<file path="src/rtl/vga_pkg.sv">
// Shared VGA 640x480@60 timing constants, colours and sizing helper.
// Used by the scan controller and by the game-logic block.
package vga_pkg;
  localparam int CNT_W = 10;

  localparam int VGA_CLK_DIV     = 4;
  localparam int VGA_H_TOTAL     = 800;
  localparam int VGA_H_SYNC      = 96;
  localparam int VGA_H_ACT_START = 144;
  localparam int VGA_H_ACT_END   = 784;
  localparam int VGA_V_TOTAL     = 525;
  localparam int VGA_V_SYNC      = 2;
  localparam int VGA_V_ACT_START = 35;
  localparam int VGA_V_ACT_END   = 515;

  typedef logic [11:0] rgb_t;

  localparam rgb_t COLOR_BLACK = 12'h000;
  localparam rgb_t COLOR_WHITE = 12'hFFF;
  localparam rgb_t COLOR_RED   = 12'hF00;
  localparam rgb_t COLOR_GREEN = 12'h0F0;
  localparam rgb_t COLOR_BLUE  = 12'h00F;

  // Counter width for a modulo-n counter; never narrower than one bit.
  function automatic int cnt_width(input int n);
    return (n > 1) ? $clog2(n) : 1;
  endfunction
endpackage

</file>
<file path="src/rtl/tick_divider.sv">
// Counts enable pulses 0..DIV-1 and raises tick combinationally on the last one,
// so tick is coincident with the enable that wraps the count.
module tick_divider
  import vga_pkg::*;
#(
  parameter int DIV = 4
) (
  input  logic clk,
  input  logic rst,
  input  logic en,
  output logic tick
);
  localparam int W = cnt_width(DIV);
  localparam logic [W-1:0] LAST = W'(DIV - 1);

  logic [W-1:0] cnt;

  assign tick = en && (cnt == LAST);

  always_ff @(posedge clk or posedge rst) begin
    if (rst)
      cnt <= '0;
    else if (en)
      cnt <= (cnt == LAST) ? '0 : cnt + W'(1);
  end
endmodule

</file>
<file path="src/rtl/vga_scan_controller.sv">
// VGA raster scan: pixel-rate counters, registered syncs/pixel (one pixel behind
// the counters), and frame/game update pulses, all on clk.
module vga_scan_controller
  import vga_pkg::*;
#(
  parameter int CLK_DIV     = VGA_CLK_DIV,
  parameter int H_TOTAL     = VGA_H_TOTAL,
  parameter int H_SYNC      = VGA_H_SYNC,
  parameter int H_ACT_START = VGA_H_ACT_START,
  parameter int H_ACT_END   = VGA_H_ACT_END,
  parameter int V_TOTAL     = VGA_V_TOTAL,
  parameter int V_SYNC      = VGA_V_SYNC,
  parameter int V_ACT_START = VGA_V_ACT_START,
  parameter int V_ACT_END   = VGA_V_ACT_END,
  parameter int FRAME_DIV   = 1
) (
  input  logic             clk,
  input  logic             rst,
  input  rgb_t             rgb_in,
  output logic [CNT_W-1:0] hCount,
  output logic [CNT_W-1:0] vCount,
  output logic             bright,
  output logic             pixel_tick,
  output logic             hsync,
  output logic             vsync,
  output rgb_t             rgb_out,
  output logic             frame_tick,
  output logic             game_tick
);
  localparam logic [CNT_W-1:0] H_LAST  = CNT_W'(H_TOTAL - 1);
  localparam logic [CNT_W-1:0] V_LAST  = CNT_W'(V_TOTAL - 1);
  localparam logic [CNT_W-1:0] H_SW    = CNT_W'(H_SYNC);
  localparam logic [CNT_W-1:0] V_SW    = CNT_W'(V_SYNC);
  localparam logic [CNT_W-1:0] H_ACT_S = CNT_W'(H_ACT_START);
  localparam logic [CNT_W-1:0] H_ACT_E = CNT_W'(H_ACT_END);
  localparam logic [CNT_W-1:0] V_ACT_S = CNT_W'(V_ACT_START);
  localparam logic [CNT_W-1:0] V_ACT_E = CNT_W'(V_ACT_END);

  logic h_last;
  logic v_last;

  tick_divider #(.DIV(CLK_DIV)) u_pixel_div (
    .clk  (clk),
    .rst  (rst),
    .en   (1'b1),
    .tick (pixel_tick)
  );

  assign h_last = (hCount == H_LAST);
  assign v_last = (vCount == V_LAST);
  assign bright = (hCount >= H_ACT_S) && (hCount < H_ACT_E) &&
                  (vCount >= V_ACT_S) && (vCount < V_ACT_E);

  always_ff @(posedge clk or posedge rst) begin
    if (rst) begin
      hCount <= '0;
      vCount <= '0;
    end else if (pixel_tick) begin
      if (h_last) begin
        hCount <= '0;
        vCount <= v_last ? '0 : vCount + CNT_W'(1);
      end else begin
        hCount <= hCount + CNT_W'(1);
      end
    end
  end

  // Outputs describe the pixel the counters just left, keeping all three aligned.
  always_ff @(posedge clk or posedge rst) begin
    if (rst) begin
      hsync   <= 1'b1;
      vsync   <= 1'b1;
      rgb_out <= '0;
    end else if (pixel_tick) begin
      hsync   <= !(hCount < H_SW);
      vsync   <= !(vCount < V_SW);
      rgb_out <= bright ? rgb_in : '0;
    end
  end

  // Counters start at (0,0), so the first wrap always ends a complete frame.
  always_ff @(posedge clk or posedge rst) begin
    if (rst)
      frame_tick <= 1'b0;
    else
      frame_tick <= pixel_tick && h_last && v_last;
  end

  tick_divider #(.DIV(FRAME_DIV)) u_frame_div (
    .clk  (clk),
    .rst  (rst),
    .en   (frame_tick),
    .tick (game_tick)
  );
endmodule

</file>
<file path="config.mk">
export PLATFORM = sky130hd
export DESIGN_NAME = vga_scan_controller
export DESIGN_NICKNAME = d
export VERILOG_FILES = /design/src/rtl/vga_pkg.sv /design/src/rtl/tick_divider.sv /design/src/rtl/vga_scan_controller.sv
export SDC_FILE = /design/constraint.sdc
export NUM_CORES = 1
export LEC_CHECK = 0
export BUFFER_PORTS_ARGS = -buffer_cell sky130_fd_sc_hd__buf_2
export CAP_MARGIN = 25
export CORE_MARGIN = 2
export CORE_UTILIZATION = 51
export DETAILED_ROUTE_END_ITERATION = 10
export PLACE_DENSITY_LB_ADDON = 0.3
export REMOVE_ABC_BUFFERS = 1
export SYNTH_ARGS = -nofsm -noshare
export SYNTH_HDL_FRONTEND = slang
export SYNTH_SLANG_ARGS = --single-unit
export TNS_END_PERCENT = 10
</file>
<file path="constraint.sdc">
create_clock -name clk -period 2.19 [get_ports clk]
set_input_delay 0.438 -clock clk [delete_from_list [all_inputs] [get_ports clk]]
set_output_delay 0.438 -clock clk [all_outputs]
set_load 0.01 [all_outputs]
</file>
# ---- Yosys cells after proc, flatten, opt, wreduce, memory -nomap -nowiden
# Index checks and enable logic that the tools add are counted.
dict set report op_classes {
  n_addsub 4
  mul 0
  div_mod_pow 0
  order_cmp 6
  n_eq_ne 3
  shift 0
  muxes 5
  bitwise 1
  reduce_logical 9
}
# cell count
set op_table {}
lappend op_table {{10-bit by 1-bit adder with 10-bit output, second input constant} 2}
lappend op_table {{10-bit == test, second input constant} 2}
lappend op_table {{10-bit less-than comparator, second input constant} 2}
lappend op_table {{10-bit two-way mux} 2}
lappend op_table {{12-bit two-way mux} 1}
lappend op_table {{10-bit by 6-bit greater-or-equal comparator with 1-bit output, second input constant} 1}
lappend op_table {{10-bit by 8-bit greater-or-equal comparator with 1-bit output, second input constant} 1}
lappend op_table {{10-bit by 2-bit less-than comparator with 1-bit output, second input constant} 1}
lappend op_table {{10-bit by 7-bit less-than comparator with 1-bit output, second input constant} 1}
lappend op_table {{1-bit logical AND} 6}
lappend op_table {{2-bit by 1-bit adder with 2-bit output, second input constant} 1}
lappend op_table {{2-bit == test, second input constant} 1}
lappend op_table {{1-bit zero test} 2}
lappend op_table {{2-bit two-way mux} 1}
lappend op_table {{2-bit AND reduction} 1}
lappend op_table {{1-bit adder, second input constant} 1}
lappend op_table {{1-bit two-way mux} 1}
lappend op_table {{1-bit inverter} 1}
dict set report totals {
  reg_bits 38
  latch_bits 0
  mem_bits_rw 0
  rom_bits 0
  inputBits 14
  out_inout_bits 38
  word_cells 36
  n_memories 0
}

# ---- Longest topological paths before layout
# Gate-level depths: netlist of the first run.
dict set report depth {
  ltp_word 5
  ltp_mapped 6
  ltp_nobuf 6
}

# ---- Hierarchy
# A second synthesis of the first run with hierarchy kept.
dict set report hier_totals {
  hier_cells 175
  hier_area_um2 1863.0
}
# mod n_inst cells_each area_per_inst_um2 seq_area_each_um2
set modules_own_cells {}
lappend modules_own_cells {vga_scan_controller 1 166 1755.4 878.3}
lappend modules_own_cells {{tick_divider (u_pixel_div)} 1 8 100.1 50.0}
lappend modules_own_cells {{tick_divider (u_frame_div)} 1 1 7.5 0.0}

# ---- Worst setup path after synthesis of the first run
# No wires, ideal clock.
dict set report synth_path {
  path_kind {flip-flop to output port}
  startpoint {register vCount[0]}
  endpoint {output port bright}
  arrival_time_ns 1.404
  required_ns 1.752
  path_slack_ns 0.348
  path_stages_with_launch 6
  n_path_buf 1
  cell_sequence {dfrtp_1 > ha_1 > nor4_1 > nand3_1 > a21oi_2 > buf_6}
}
dict set report synth_via {
  elab_chain_len 3
  word_cells_on_any_way 4
  cone_classes {order compare: 2; reduce/logical: 2}
}
# item line_no
set synth_lines {}
lappend synth_lines {{start, declared} vga_scan_controller.sv:21} ;# output logic [CNT_W-1:0] vCount,
lappend synth_lines {{start signal, assigned} vga_scan_controller.sv:61} ;# vCount <= v_last ? '0 : vCount + CNT_W'(1);
lappend synth_lines {{10-bit by 6-bit greater-or-equal comparator with 1-bit output} vga_scan_controller.sv:52} ;# (vCount >= V_ACT_S) && (vCount < V_ACT_E);
lappend synth_lines {{1-bit logical AND} vga_scan_controller.sv:51} ;# assign bright = (hCount >= H_ACT_S) && (hCount < H_ACT_E) &&
lappend synth_lines {{1-bit logical AND *} vga_scan_controller.sv:52}
lappend synth_lines {{end, declared} vga_scan_controller.sv:22} ;# output logic bright,
# Mark *: on every way between the ends. The rest lies on a longest branch, timed or not.

# ---- Worst setup path after layout of the first run
dict set report layout_path {
  startpoint {register vCount[1]}
  endpoint {output port bright}
}
# Same word-level chain as after synthesis.

==> flow_summary.toml, run 1 <==
[run_status]
status = "finished clean"

[power]
p_per_area_nw_per_um2 = 492
ir_drop_mv = 0.332
p_leak_nw = 1.19

[clocking]
ctsHoldBuffers = 0
insertion_delay_ns = 0.34
clock-root-buffer = "clkbuf_4"
path_clk_slew_ns = 0.11
cts_made_buffers = 5
clock_path_buffers = 2
cts_sinks = 37
htreeDepth = 2
tritoncts = "built"
cts_setup_buffers = 0

[synth]
synth_top_area_frac = 0.470
synth_common_cells = "dfrtp_1 (35), nor2b_1 (14), a31o_2 (12), nor2_1 (10)"
synth_area_per_cell_um2 = 11.2
synth_edf_count = 0
seq_area_frac_synth = 0.498
synthArstFlopShare = 1.00
synth_area_leaders = "dfrtp_1 (47%), a31o_2 (5.6%), nor2b_1 (4.7%)"
synth_most_common_cell = "dfrtp_1"
synth.distinct_cells = 47
yosys.area.top_type = "dfrtp_1"
synth_warnings = 0
synth_ff_type = "dfrtp_1"
syn_inst = 167
netlist_area_um2 = 1860
synth-seq-cells = 37

[worst_setup_path]
start_kind = "register"
cp_top_family = "flip-flops"
crit_slowest_cell = "dfrtp_1"
r2r_start = "hCount[1]"
worstSetupPathType = "register to output pin"
cp_cell_sequence = "ha_2 > nor4_4 > nand3_1 > a21oi_2 > buf_2"
required_ns = 1.75
cp.arrival_ns = 1.74
end_kind = "output pin"
crit_path_max_fanout = 5
worst-path-buf-inv = 1
max_stage_delay_ns = 0.44
rr_endpoint = "vCount[4]"
worst_r2r_path_depth = 5
ff2ff_setup_slack_ns = 0.37

[timing]
slew_violations = 0
rsz0062_at_grt = "yes"
tightest_slew_ns = 0.456
skew_ns = 0.0127
tns_ns = 0
layout_min_cycle_time_ns = 2.18
fin_crit_sh = 0.996
fmax_mhz = 459
final-setup-viol-count = 0
max_slew_margin = 0.696
timing.final.hold_violations = 0

[finish]
syn2layout_area_growth_pct = 20.6
nNetsFinal = 241
fill_cells = 276
fin_util = 0.658
fin_area_um2 = 2250
finalNonFillerCells = 269
drive_above_1_share = 0.413
antennaDiodeCount = 0

[drt]
drt_first_iter_violations = 64
drt_pass1_iterations = 4
route.detailed.drc = 0
drt_wl_total_um = 3890
vias_per_cell = 5.63
vias = 1515
avgRoutedWirePerCell_um = 14.5
drtAntennaViolNets = 0

[global_routing]
grtUsageTotal = 0.203
antenna_found_initial = 0
grt_overflow = 0
grt_pass1_vias = 1453
grt_max_degree = 38
grt_pass1_wl_um = 6530

[floorplan]
row_count = 21
start_util = 0.546
pin_count = 52
core_um2 = 3420
dieArea_um2 = 4160
dieWidth_um = 64.5
die_h_um = 64.5

[placed_design]
io_buffers = 51
place_congestion = 0.838
placed_cells = 261
placed_area_um2 = 2160
dp_hpwl_um = 2800

[job]
maxCapViolCount = 0

[worst_hold_path]
worstHoldPathType = "primary input to async pin"
worst reg2reg max path: cells and delay by family (launching register included):
family	cells	cell delay (ns)
multiplexers	1	0.30
AND/OR/NAND/NOR	3	0.71
adder cells (fa/ha/maj)	1	0.25
flip-flops	1	0.44
kinds of logic (layout without fill, tap and decap cells):
kind of cell,count (synthesis),after routing,share of synthesized area
simple gates,66,66,0.221
flops,37,37,0.498
compound gates,29,29,0.126
buf+inv,15,71,0.0443
xor+xnor,11,11,0.0517
fa+ha+maj,5,5,0.0336
mux,4,4,0.0255
metrics by stage:
stage | hold WS, ns | setup slack, ns | total power [W]
floorplan | 0.403 | 0.0149 | 0.000706
global placement | 0.414 | 0.403 | 0.000722
detailed placement | 0.420 | 0.281 | 0.000723
CTS | 0.184 | 0.0107 | 0.00112
global route | 0.191 | -0.125 | 0.00116
finish | 0.182 | 0.00985 | 0.00111
timing repair:
action	4_1_cts	5_1_grt
resized for setup	3	1
pin swaps	2	0
setup endpoints to repair	1	2
cloned	0	0
per-layer routing:
| layer | part of all wire | wire length [um] | vias up | track usage |
|---|---|---|---|---|
| li1 | - | - | 715 | - |
| met1 | 0.43 | 1690 | 732 | 0.253 |
| met2 | 0.49 | 1890 | 59 | 0.336 |
| met3 | 0.063 | 244 | 9 | 0.0538 |
| met4 | 0.017 | 65 | 0 | 0.0824 |
| met5 | 0 | 0 | - | 0 |
layout make-up:
class / instances / area (um2) / share of cell area
clock buffer: 7 / 65.1 / 0.0289
clock inverter: 1 / 5.00 / 0.00223
inverter: 7 / 26.3 / 0.0117
multi-input combinational: 115 / 873 / 0.388
sequential: 37 / 928 / 0.413
tap: 46 / 57.6 / 0.0256
timing repair buffer: 56 / 293 / 0.130
placed cells by master, fill, tap and decap left out, drive strengths merged, types with 6 or more instances in the layout:
| cell | count |
|---|---|
| nand2 | 6 |
| xnor2 | 7 |
| a31o | 12 |
| nor2b | 14 |
| nor2 | 10 |
| inv | 7 |
| clkbuf | 7 |
| dfrtp | 35 |
| nand3 | 8 |
| buf | 56 |
| nor4 | 6 |
flip-flops by register name, summed over array words and instances, names as in the netlist:
signal / count
frame_tick: 1
hCount: 10
hsync: 1
rgb_out: 12
u_pixel_div.cnt: 2
vCount: 10
vsync: 1
how the worst max path moves through the flow:
stage | start | to | slack [ns] | cells past startpoint
finish | vCount[1] | bright | 0.01 | 5
global route | vCount[0] | bright | -0.13 | 5
CTS | vCount[0] | bright | 0.01 | 5
detailed placement | vCount[0] | bright | 0.28 | 5
global placement | vCount[0] | bright | 0.40 | 5
floorplan | u_pixel_div.cnt[0] | vCount[4] | 0.01 | 4
power by group:
group	switching [W]	leakage [nW]	internal, W	total, W
Clock	0.000212	0.0413	0.000186	0.000398
Sequential	0	0.495	0.000683	0.000683
Combinational	0.0000162	0.650	0.00000945	0.0000256
Total	0.000228	1.19	0.000878	0.00111
Note: power is estimated with default switching activity, not from simulation.
==> run 2: changes to the inputs <==
--- a/config.mk
+++ b/config.mk
@@ -6,8 +6,9 @@
 export NUM_CORES = 1
 export LEC_CHECK = 0
+export ABC_AREA = 1
 export BUFFER_PORTS_ARGS = -buffer_cell sky130_fd_sc_hd__buf_2
 export CAP_MARGIN = 25
 export CORE_MARGIN = 2
-export CORE_UTILIZATION = 51
+export CORE_UTILIZATION = 53
 export DETAILED_ROUTE_END_ITERATION = 10
 export PLACE_DENSITY_LB_ADDON = 0.3
==> constraint.sdc (replaced) <==
create_clock -name clk -period 2.19 [get_ports clk]
set_input_delay 0.1095 -clock clk [delete_from_list [all_inputs] [get_ports clk]]
set_output_delay 0.1095 -clock clk [all_outputs]
set_load 0.01 [all_outputs]
==> run 2 against run 1 <==
Against the previous run: clock power rose by 56%; combinational power rose by 5%; maximum frequency rose by 10%; die area rose by 9.2%; setup slack improved by 0.20 ns; worst hold slack got worse by 0.062 ns.
==> flow_summary.toml, run 2 <==
[job]
maxCapViolCount = 0

[finish]
final_common_cell = "nand2_1"
antennaDiodeCount = 0
nNetsFinal = 342
mostFrequentLayoutCells = "nand2_1 (85), buf_2 (51), dfrtp_1 (35)"
drive_above_1_share = 0.269
syn2layout_area_growth_pct = 19.5
fill_cells = 356
fin_util = 0.645
largest-register = "rgb_out"
largest_reg_flops = 12
top_regs = "rgb_out (12), hCount (10), vCount (10)"

[timing]
max_slew_margin = 0.685
layout_min_cycle_time_ns = 1.98
skew_ns = 0.00497
tns_ns = 0
slew_violations = 0
final-setup-viol-count = 0
rsz0062_at_grt = "no"
tightest_slew_ns = 0.473
fmax_mhz = 506
timing.final.hold_violations = 0
fin_crit_sh = 0.903

[worst_setup_path]
ff2ff_setup_slack_ns = 0.45
crit_slowest_cell = "dfrtp_1"
r2r_start = "u_pixel_div.cnt[0]"
worst_r2r_path_depth = 6
cp.arrival_ns = 1.87
rr_endpoint = "hCount[5]"
cp_cell_sequence = "ha_1 > nor2_1 > nand2_1 > a21oi_1 > nor2_4 > and2_1 > buf_2"
max_stage_delay_ns = 0.43
worstSetupPathType = "register to output pin"
crit_path_max_fanout = 13
end_kind = "output pin"
start_kind = "register"
required_ns = 2.08
worst-path-buf-inv = 1
cp_top_family = "simple AND/OR/NAND/NOR gates"

[global_routing]
grt_overflow = 0
grt_pass1_vias = 1739
grtUsageTotal = 0.225
grt_pass1_wl_um = 7530
grt_max_degree = 38
antenna_found_initial = 0

[placed_design]
place_congestion = 0.868
dp_hpwl_um = 3250
io_buffers = 51

[power]
p_leak_nw = 1.49
combinationalPowerShare = 0.020
swShare = 0.199
seqPwrFrac = 0.514
p_per_area_nw_per_um2 = 523
ir_drop_mv = 0.390
internal_power_w = 0.00106
switchingPower_w = 0.000264
p_clk_frac = 0.466

[synth]
synth_common_cells = "nand2_1 (85), dfrtp_1 (35), inv_1 (33), nor2_1 (22), nand3_1 (18)"
synth_area_per_cell_um2 = 7.91
synth_top_area_frac = 0.412
synth-seq-cells = 37
synth_ff_type = "dfrtp_1"
synth_area_leaders = "dfrtp_1 (41%), nand2_1 (15%), inv_1 (5.8%)"
netlist_area_um2 = 2130
synthArstFlopShare = 1.00
yosys.area.top_type = "dfrtp_1"
seq_area_frac_synth = 0.436
synth_warnings = 0
synth_most_common_cell = "nand2_1"
synth.distinct_cells = 32
synth_edf_count = 0
syn_inst = 269

[worst_hold_path]
holdPathEnd = "rgb_out[9]"
worstHoldPathType = "primary input to register"
holdPathStages = 5
holdCritStartpoint = "rgb_in[9]"

[drt]
vias = 1890
drt_wl_total_um = 4530
drtAntennaViolNets = 0
drt_pass1_iterations = 4
drt_first_iter_violations = 152
route.detailed.drc = 0
avgRoutedWirePerCell_um = 12.1
vias_per_cell = 5.05

[clocking]
cts_made_buffers = 5
insertion_delay_ns = 0.30
tritoncts = "built"
cts_setup_buffers = 0
htreeDepth = 2
path_clk_slew_ns = 0.07
clock_path_buffers = 2
cts_sinks = 37
clock-root-buffer = "clkbuf_8"

[floorplan]
start_util = 0.540
dieWidth_um = 67.4
core_um2 = 3940
die_h_um = 67.4
row_count = 23
dieArea_um2 = 4540
pin_count = 52

[run_status]
status = "finished clean"
[run 2: power groups by stage]
| stage | Clock (W) | Combinational (W) | Sequential [W] |
|---|---|---|---|
| after floorplan | 0 | 0.0000100 | 0.000696 |
| after global placement | 0 | 0.0000261 | 0.000696 |
| after detailed placement | 0 | 0.0000266 | 0.000696 |
| after CTS | 0.000629 | 0.0000281 | 0.000683 |
| after global routing | 0.000661 | 0.0000310 | 0.000683 |
| final | 0.000619 | 0.0000268 | 0.000683 |
[run 2: area by class of cell]
type | count | area [um2] | area share
Tap cell | 50 | 62.6 | 0.0246
Clock buffer | 7 | 86.3 | 0.0340
Inverter | 36 | 135 | 0.0532
Clock inverter | 1 | 30.0 | 0.0118
Timing Repair Buffer | 56 | 295 | 0.116
Sequential cell | 37 | 928 | 0.365
Multi-Input combinational cell | 187 | 1000 | 0.395
[run 2: worst max path at each step]
stage	startpoint	end	slack [ns]	cells past startpoint
final	vCount[1]	bright	0.21	7
after global routing	vCount[6]	bright	0.08	5
after CTS	vCount[1]	bright	0.004	7
after detailed placement	vCount[1]	bright	0.34	7
after global placement	vCount[0]	bright	0.37	7
after floorplan	u_pixel_div.cnt[0]	hCount[5]	0.34	6
[run 2: kinds of logic (layout without fill, tap and decap cells)]
| kind of cell | after synthesis | after routing | synth area share |
|---|---|---|---|
| XOR/XNOR | 7 | 7 | 0.0288 |
| AO/OA/AOI/OAI | 14 | 14 | 0.0376 |
| flip-flops | 37 | 37 | 0.436 |
| adder cells (fa/ha/maj) | 5 | 5 | 0.0294 |
| buffers and inverters | 45 | 100 | 0.0941 |
| AND/OR/NAND/NOR | 161 | 161 | 0.374 |
[run 2: worst reg2reg max path: cells and delay by family, from the launching register on]
family | cells | cell delay, ns
AO/OA/AOI/OAI | 1 | 0.16
adder cells (fa/ha/maj) | 1 | 0.39
flip-flops | 1 | 0.36
AND/OR/NAND/NOR | 3 | 0.47
buffers and inverters | 1 | 0.26
[run 2: layer usage]
metal	part of all wire	up-vias	GRT usage	routed length, um
li1	-	952	-	-
met1	0.47	879	0.298	2110
met2	0.47	49	0.343	2120
met3	0.044	10	0.0433	200
met4	0.023	0	0.130	102
met5	0	-	0	0
[run 2: what timing repair did]
item	in CTS	in global routing
resized for setup	0	1
endpoints found under the hold margin	35	0
hold buffers	1	0
endpoints found under the setup margin	0	1
[run 2: through the flow]
stage               setup WS, ns  power, W  std cells  cell area [um2]  hold WS [ns]
floorplan                  0.340  0.000706        260             2060         0.288
global placement           0.366  0.000722        365             2410         0.240
detailed placement         0.339  0.000723        365             2410         0.250
CTS                      0.00390   0.00134        374             2540         0.123
global route              0.0806   0.00138        374             2540         0.154
finish                     0.212   0.00133        374             2540         0.120
==> run 3: changes to the inputs <==
==> constraint.sdc (replaced) <==
create_clock -name clk -period 2.19 [get_ports clk]
set_input_delay 0.438 -clock clk [delete_from_list [all_inputs] [get_ports clk]]
set_output_delay 0.438 -clock clk [all_outputs]
set_load 0.01 [all_outputs]
==> run 3 against run 2 <==
Against the previous run: critical path depth stayed put; core utilization is 0.76 points lower; design area is 1.2% lower; global-route usage hardly changed; setup slack worse by 0.11 ns; total power is 6.5% lower; sequential power hardly changed; non-clock buffer count is 1 lower; largest cell class unchanged; largest power group unchanged.
==> flow_summary.toml, run 3 (synthesis gave the netlist of run 2 again) <==
[run_status]
status = "finished clean"

[clocking]
tritoncts = "built"
insertion_delay_ns = 0.30
clock-root-buffer = "clkbuf_8"
path_clk_slew_ns = 0.07
cts_setup_buffers = 0
ctsHoldBuffers = 0
cts_sinks = 37
htreeDepth = 2
clock_path_buffers = 2
cts_made_buffers = 5
cts_resized = 0

[timing]
slew_violations = 0
rsz0062_at_grt = "no"
layout_min_cycle_time_ns = 2.09
fmax_mhz = 479
tns_ns = 0
timing.final.hold_violations = 0
tightest_slew_ns = 0.473
final-setup-viol-count = 0
skew_ns = 0.00441
fin_crit_sh = 0.954
max_slew_margin = 0.684

[finish]
final_common_cell = "nand2_1"
fin_util = 0.637
largest-register = "rgb_out"
largest_reg_flops = 12
finalNonFillerCells = 373
antennaDiodeCount = 0
top_regs = "rgb_out (12), hCount (10), vCount (10)"
syn2layout_area_growth_pct = 18.1
drive_above_1_share = 0.272
nNetsFinal = 341
mostFrequentLayoutCells = "nand2_1 (85), buf_2 (51), dfrtp_1 (35)"
fin_area_um2 = 2510

[global_routing]
met1_usage = 0.311
grt_overflow = 0
grt_pass1_wl_um = 7650
grt_pass1_vias = 1628
grt_max_degree = 38
grtUsageTotal = 0.225
met3_usage = 0.0617
globalRoute.busiestLayer = "met2"
antenna_found_initial = 0
use_met2 = 0.335

[floorplan]
row_count = 23
pin_count = 52
die_h_um = 67.4
dieArea_um2 = 4540
start_util = 0.540
core_um2 = 3940
dieWidth_um = 67.4

[worst_setup_path]
ff2ff_setup_slack_ns = 0.38
required_ns = 1.75
end_kind = "output pin"
start_kind = "register"
cp_cell_sequence = "ha_1 > nor2_1 > nand2_1 > a21oi_1 > nor2_2 > and2_1 > buf_2"
startpoint = "vCount[0]"
worst-path-buf-inv = 1
rr_endpoint = "hCount[5]"
cp_top_family = "flip-flops"
worstSetupPathType = "register to output pin"
r2r_start = "u_pixel_div.cnt[0]"
max_stage_delay_ns = 0.44
crit_slowest_cell = "dfrtp_1"
crit_path_max_fanout = 6
cp.arrival_ns = 1.65
worst_r2r_path_depth = 6

[drt]
drtAntennaViolNets = 0
vias_per_cell = 5.12
avgRoutedWirePerCell_um = 12.5
drt_pass1_iterations = 4
vias = 1911
drt_first_iter_violations = 120
route.detailed.drc = 0
drt_wl_total_um = 4660

[power]
p_leak_nw = 1.48
ir_drop_mv = 0.357
p_per_area_nw_per_um2 = 495

[job]
maxCapViolCount = 0

[placed_design]
placed_area_um2 = 2410
place_congestion = 0.839
dp_hpwl_um = 3300
io_buffers = 51
placed_cells = 365

[worst_hold_path]
worstHoldPathType = "primary input to async pin"
## run 3: worst max path at each step
stage / depth (start not counted) / slack, ns / to
CTS: 7 / 0.09 / bright
detailed placement: 6 / 0.40 / hCount[5]
floorplan: 5 / 0.19 / bright
global placement: 7 / 0.46 / bright
global route: 7 / 0.004 / bright
finish: 7 / 0.10 / bright
## run 3: final cells by class
type | count | area, um2
inverter | 36 | 135
tap | 50 | 62.6
clock inverter | 1 | 5.00
timing repair buffer | 55 | 285
clock buffer | 7 | 96.3
fill | 351 | 1430
multi-input combinational | 187 | 998
sequential | 37 | 928
## run 3: tightest hold or removal path: cells and delay by family
kind	cells	cell delay, ns
buffers and inverters	3	0.53
## run 3: metrics by stage
stage | hold WS (ns) | worst slack, ns | total power [W]
6_report | 0.235 | 0.101 | 0.00124
3_3_place_gp | 0.413 | 0.460 | 0.000722
4_1_cts | 0.257 | 0.0863 | 0.00125
5_1_grt | 0.287 | 0.00378 | 0.00129
3_5_place_dp | 0.420 | 0.403 | 0.000722
2_1_floorplan | 0.403 | 0.193 | 0.000706
## run 3: layer usage
layer  wire (um)  part of all wire
met5           0                 0
met4          82             0.018
met3         258             0.055
met2        2240              0.48
met1        2080              0.45
## run 3: power by group
| group | leakage (nW) | internal (W) | switching (W) | total (W) |
|---|---|---|---|---|
| Clock | 0.0542 | 0.000285 | 0.000250 | 0.000535 |
| Sequential | 0.495 | 0.000683 | 0 | 0.000683 |
| Combinational | 0.932 | 0.00000924 | 0.0000158 | 0.0000251 |
